$ cat config.mk
export PLATFORM = sky130hd
export DESIGN_NAME = req_capture_flat
export DESIGN_NICKNAME = d
export VERILOG_FILES = /design/src/rtl/req_pkg.sv /design/src/rtl/req_capture_if.sv /design/src/rtl/debounce_cell.sv /design/src/rtl/req_capture.sv /design/src/flat_wrapper.sv
export SDC_FILE = /design/constraint.sdc
export NUM_CORES = 1
export LEC_CHECK = 0
export ABC_AREA = 1
export ABC_CLOCK_PERIOD_IN_PS = 1800
export CAP_MARGIN = 0
export CORE_MARGIN = 3
export CORE_UTILIZATION = 49
export CTS_CLUSTER_DIAMETER = 120
export DETAILED_ROUTE_END_ITERATION = 16
export PLACE_DENSITY_LB_ADDON = 0.25
export SETUP_SLACK_MARGIN = 0.05
export SYNTH_ARGS = -nofsm -noshare
export SYNTH_HDL_FRONTEND = slang
export SYNTH_SLANG_ARGS = --single-unit
$ cat constraint.sdc
create_clock -name clk -period 1.8 [get_ports clk]
set_input_delay 0.18 -clock clk [delete_from_list [all_inputs] [get_ports clk]]
set_output_delay 0.18 -clock clk [all_outputs]
set_load 0.01 [all_outputs]
$ cat src/rtl/req_pkg.sv
// Shared constants for the request-capture stage in front of the 4-line priority encoder.
// Default line count, default debounce length and the ack-index width helper.
package req_pkg;

  localparam int N_REQ_DEF     = 4;
  localparam int DB_CYCLES_DEF = 16;

  // Width of an index that addresses n lines; never collapses below one bit.
  function automatic int idx_w(input int n);
    return (n > 1) ? $clog2(n) : 1;
  endfunction

  localparam int IDX_W_DEF = idx_w(N_REQ_DEF);

endpackage

$ cat src/rtl/req_capture_if.sv
// Consumer-side bundle of req_capture: acknowledge/clear controls in, captured state out.
// The consumer (encoder side) is the master; req_capture is the slave.
interface req_capture_if import req_pkg::*; #(
  parameter int N_REQ = N_REQ_DEF
) ();

  localparam int IDX_W = idx_w(N_REQ);

  logic             ack;
  logic [IDX_W-1:0] ack_idx;
  logic             clear_miss;
  logic [N_REQ-1:0] level;
  logic [N_REQ-1:0] pending;
  logic             any_pending;
  logic [N_REQ-1:0] miss;

  modport master (
    output ack, ack_idx, clear_miss,
    input  level, pending, any_pending, miss
  );

  modport slave (
    input  ack, ack_idx, clear_miss,
    output level, pending, any_pending, miss
  );

endinterface

$ cat src/rtl/debounce_cell.sv
// One request line: 2-FF synchroniser, agreement-restart debounce counter and debounced level.
// rise is high in the cycle whose clock edge takes level from 0 to 1.
module debounce_cell import req_pkg::*; #(
  parameter int DB_CYCLES = DB_CYCLES_DEF
) (
  input  logic clk,
  input  logic rst,
  input  logic raw,
  output logic level,
  output logic rise
);

  localparam int              CNT_W   = $clog2(DB_CYCLES);
  localparam logic [CNT_W-1:0] CNT_MAX = CNT_W'(DB_CYCLES - 1);

  logic             sync1;
  logic             s;
  logic [CNT_W-1:0] cnt;
  logic             flip;

  // The counter only reaches CNT_MAX through an unbroken run of disagreeing samples.
  assign flip = (s != level) && (cnt == CNT_MAX);
  assign rise = flip && !level;

  // NOTE: sequential state uses non-blocking assignments so every register samples
  // pre-edge values; blocking here would collapse the two sync stages into one.
  always_ff @(posedge clk or posedge rst) begin
    if (rst) begin
      sync1 <= 1'b0;
      s     <= 1'b0;
      cnt   <= '0;
      level <= 1'b0;
    end else begin
      sync1 <= raw;
      s     <= sync1;
      if (s == level) begin
        cnt <= '0;
      end else if (flip) begin
        level <= ~level;
        cnt   <= '0;
      end else begin
        cnt <= cnt + CNT_W'(1);
      end
    end
  end

endmodule

$ cat src/rtl/req_capture.sv
// Synchronises and debounces N_REQ raw request lines, latches each debounced rise as a
// sticky pending bit until acknowledged by index, and flags rises lost on busy lines.
module req_capture import req_pkg::*; #(
  parameter int N_REQ     = N_REQ_DEF,
  parameter int DB_CYCLES = DB_CYCLES_DEF
) (
  input  logic             clk,
  input  logic             rst,
  input  logic [N_REQ-1:0] raw_in,
  req_capture_if.slave     bus
);

  localparam int IDX_W = idx_w(N_REQ);

  if (DB_CYCLES < 2) begin : g_bad_db
    $error("req_capture: DB_CYCLES must be at least 2");
  end

  logic [N_REQ-1:0] level_w;
  logic [N_REQ-1:0] rise_w;
  logic [N_REQ-1:0] hit;
  logic [N_REQ-1:0] pending_q, pending_d;
  logic [N_REQ-1:0] miss_q, miss_d;

  for (genvar g = 0; g < N_REQ; g++) begin : g_line
    debounce_cell #(
      .DB_CYCLES (DB_CYCLES)
    ) u_db (
      .clk   (clk),
      .rst   (rst),
      .raw   (raw_in[g]),
      .level (level_w[g]),
      .rise  (rise_w[g])
    );
  end

  // NOTE: every variable written here gets a default first, so no path leaves one
  // unassigned and no latch is inferred.
  always_comb begin
    pending_d = pending_q;
    miss_d    = bus.clear_miss ? '0 : miss_q;
    hit       = '0;
    for (int i = 0; i < N_REQ; i++) begin
      // An out-of-range ack_idx matches no line and therefore has no effect.
      hit[i] = bus.ack && (bus.ack_idx == IDX_W'(i));
      if (rise_w[i]) begin
        // A new rise re-arms the line even if it is being acknowledged this cycle;
        // it only counts as lost when the earlier event is still unserviced.
        pending_d[i] = 1'b1;
        if (pending_q[i] && !hit[i]) begin
          miss_d[i] = 1'b1;
        end
      end else if (hit[i]) begin
        pending_d[i] = 1'b0;
      end
    end
  end

  always_ff @(posedge clk or posedge rst) begin
    if (rst) begin
      pending_q <= '0;
      miss_q    <= '0;
    end else begin
      pending_q <= pending_d;
      miss_q    <= miss_d;
    end
  end

  assign bus.level       = level_w;
  assign bus.pending     = pending_q;
  assign bus.any_pending = |pending_q;
  assign bus.miss        = miss_q;

  for (genvar g = 0; g < N_REQ; g++) begin : g_chk
    a_pending_sticky : assert property (@(posedge clk) disable iff (rst)
      pending_q[g] && !hit[g] |=> pending_q[g]);
    a_miss_needs_rise : assert property (@(posedge clk) disable iff (rst)
      !miss_q[g] && !rise_w[g] |=> !miss_q[g]);
  end

endmodule
$ cat src/flat_wrapper.sv
// flat-port wrapper written by rule: the top's interface ports become plain ports
module req_capture_flat import req_pkg::*;
#(
  parameter int N_REQ     = N_REQ_DEF,
  parameter int DB_CYCLES = DB_CYCLES_DEF
)
  (clk, rst, raw_in, bus_ack, bus_ack_idx, bus_clear_miss, bus_level, bus_pending, bus_any_pending, bus_miss);
  req_capture_if #(.N_REQ(N_REQ)) bus_i ();
  input  logic clk;
  input  logic rst;
  input  logic [N_REQ-1:0] raw_in;
  input wire logic [$bits(bus_i.ack)-1:0] bus_ack;
  input wire logic [$bits(bus_i.ack_idx)-1:0] bus_ack_idx;
  input wire logic [$bits(bus_i.clear_miss)-1:0] bus_clear_miss;
  output wire logic [$bits(bus_i.level)-1:0] bus_level;
  output wire logic [$bits(bus_i.pending)-1:0] bus_pending;
  output wire logic [$bits(bus_i.any_pending)-1:0] bus_any_pending;
  output wire logic [$bits(bus_i.miss)-1:0] bus_miss;
  assign bus_i.ack = bus_ack;
  assign bus_i.ack_idx = bus_ack_idx;
  assign bus_i.clear_miss = bus_clear_miss;
  assign bus_level = bus_i.level;
  assign bus_pending = bus_i.pending;
  assign bus_any_pending = bus_i.any_pending;
  assign bus_miss = bus_i.miss;
  req_capture #(.N_REQ(N_REQ), .DB_CYCLES(DB_CYCLES)) u_core (.clk(clk), .rst(rst), .raw_in(raw_in), .bus(bus_i));
endmodule
==> out/qor.yml <==
rrSetupSlack_ns: 0.74
cts_buffers: 5
synth_warnings: 0
cts_sinks: 36
finalClockSkew_ns: 0.00787
synthTopCellsByArea: "dfrtp_1 59%, nand2_1 11%, inv_1 5.0%"
ys_types: 13
crit_fanout: 4
fp.coreArea_um2: 2850
synth_cells: 161
worst_pin_slew_ns: 0.432
cts_htree_levels: 2
routed_via_density: 5.00
clk_path_buf_depth: 2
setup_ws_ns: 0.198
ctsResizeCount: 0
route.vias.total: 1095
grt.total_usage: 0.186
whs_ns: 0.215
post_cts_buffers: 0
critPathKind: "register to output pin"
gr-total-overflow: 0
drc: 0
wire_per_inst_um: 12.5
startpoint_type: "register"
area.growth.synth_to_final_pct: 20.6
grt_max_degree: 37
drive_gt1_frac: 0.0638
max_freq_ghz: 0.624
finalHoldViolCount: 0
wl_um: 2740
postLayoutCoreUtil: 0.641
tns_ns: 0
synth-seq-area-share: 0.595
place_hpwl_um: 1960
grt_pass1_vias: 1114
drt.antenna.violating_nets: 0
clk-insertion-delay-late_ns: 0.35
synth_area_per_cell_um2: 9.41
hold_buffers: 0
syn-num-nets: 175
drv_cap: 0
io_pins: 23
endpoint_kind: "output pin"
grt_pass1_wl_um: 4920
root_buffer: "clkbuf_4"
rsz0062_at_grt: "false"
synth_ff_type: "dfrtp_1"
power_mw: 1.54
async_flop_share: 1.00
top_layer: "met4"
cts_tree: "built"
outcome: "completed"
rows: 19
pre_cts_slack_ns: 0.597
synth.largest_area_cell: "dfrtp_1"
place.gp.congestion: 0.762
fin_crit_ns: 1.60
wl_met1_um: 1200
required_ns: 1.62
met2WireLength_um: 1320
vdd_drop_max_v: 0.000432
antenna_found_initial: 0
firstDrtPassIters: 4
synth-edff-count: 0
dr_wl_met3_um: 154
leakage_nw: 0.909
antennaDiodeCount: 0
power_density_nw_per_um2: 842
drv_slew: 0
synth.top_cell.area_share: 0.595
portBuffers: 22
die_area_um2: 3800
hold_path_class: "input pin to async pin"
netlist_top_cells_count: "46 x nand2_1, 36 x dfrtp_1, 20 x inv_1, 15 x nor2_1, 8 x o21ai_0"
nNetsFinal: 201
clk_pin_slew_ns: 0.11
synth_area_um2: 1520
max_slew_margin: 0.712
post-route-period-util: 0.890
setup_viol: 0
drt-initial-drc-count: 52
die_h_um: 61.6
arrival_ns: 1.42
synth.most_common_cell: "nand2_1"
start_util: 0.531
die_w_um: 61.6
ys_seq_elements: 36
[power by group]
| group | internal [mW] | switching (mW) | leakage, nW |
|---|---|---|---|
| sequential | 0.839 | 0.0280 | 0.474 |
| clock | 0.291 | 0.280 | 0.0422 |
| combinational | 0.0476 | 0.0524 | 0.392 |
[critical path: stages, from the launching register on]
cell	delay, ns
dfrtp_1	0.43
nor2_1	0.11
nand2_1	0.06
clkdlybuf4s50_1	0.47
[metrics by stage]
step,cells,instance area (um^2)
after floorplan,161,1520
after global placement,211,1750
after detailed placement,211,1750
final,219,1830
after CTS,219,1830
after global routing,219,1830
[placed cells by master, fill, tap and decap left out]
cell,instances
nand2_1,46
clkinv_2,1
buf_4,1
clkbuf_1,1
nand3_1,7
inv_1,20
a21boi_0,4
o21ai_0,8
nor2_1,15
ha_1,4
clkdlybuf4s50_1,22
nand4_1,4
nand3_2,4
a21oi_1,5
dfrtp_1,36
clkbuf_4,5
bufinv_16,1
xnor2_1,4
[per-layer routing]
metal  vias to the layer above  track usage
met4                         0       0.0909
met3                         7       0.0839
li1                        555            -
met1                       511        0.219
met2                        22        0.290
met5                         -            0
[sequential cells by signal (all words and copies together) (netlist names)]
register	flops
u_core.bus.miss	4
u_core.g_line.u_db.level	4
u_core.g_line.u_db.cnt	16
u_core.g_line.u_db.sync1	4
u_core.g_line.u_db.s	4
u_core.bus.pending	4
[layout make-up]
type                    instances  area (um^2)
flip-flops and latches         36          901
fillers                       247         1020
clock inverters                 2         35.0
multi-input cells             101          509
repair buffers                 23          228
clock buffers                   6         41.3
inverters                      20         75.1
well taps                      31         38.8
[final timing paths]
kind,from,end,cells past startpoint
max in group asynchronous,rst,u_core.g_line[2].u_db.cnt[0]$_DFF_PP0_,3
min,rst,u_core.bus.miss[0]$_DFF_PP0_,3
max reg2reg,u_core.g_line[0].u_db.cnt[0]$_DFF_PP0_,u_core.bus.miss[0]$_DFF_PP0_,5
min reg2reg,u_core.g_line[3].u_db.sync1$_DFF_PP0_,u_core.g_line[3].u_db.s$_DFF_PP0_,0
max,u_core.bus.pending[0]$_DFFE_PP0P_,bus_any_pending,3
min in group clk,raw_in[3],u_core.g_line[3].u_db.sync1$_DFF_PP0_,1
[logic make-up (layout without fill, tap and decap cells)]
kind of cell	count (synthesis)	in the layout	synth area share
simple gates	76	76	0.217
xor+xnor	4	4	0.0231
compound gates	17	17	0.0628
fa+ha+maj	4	4	0.0330
buf+inv	24	51	0.0694
flops	36	36	0.595
(Power assumes the default switching activity.)
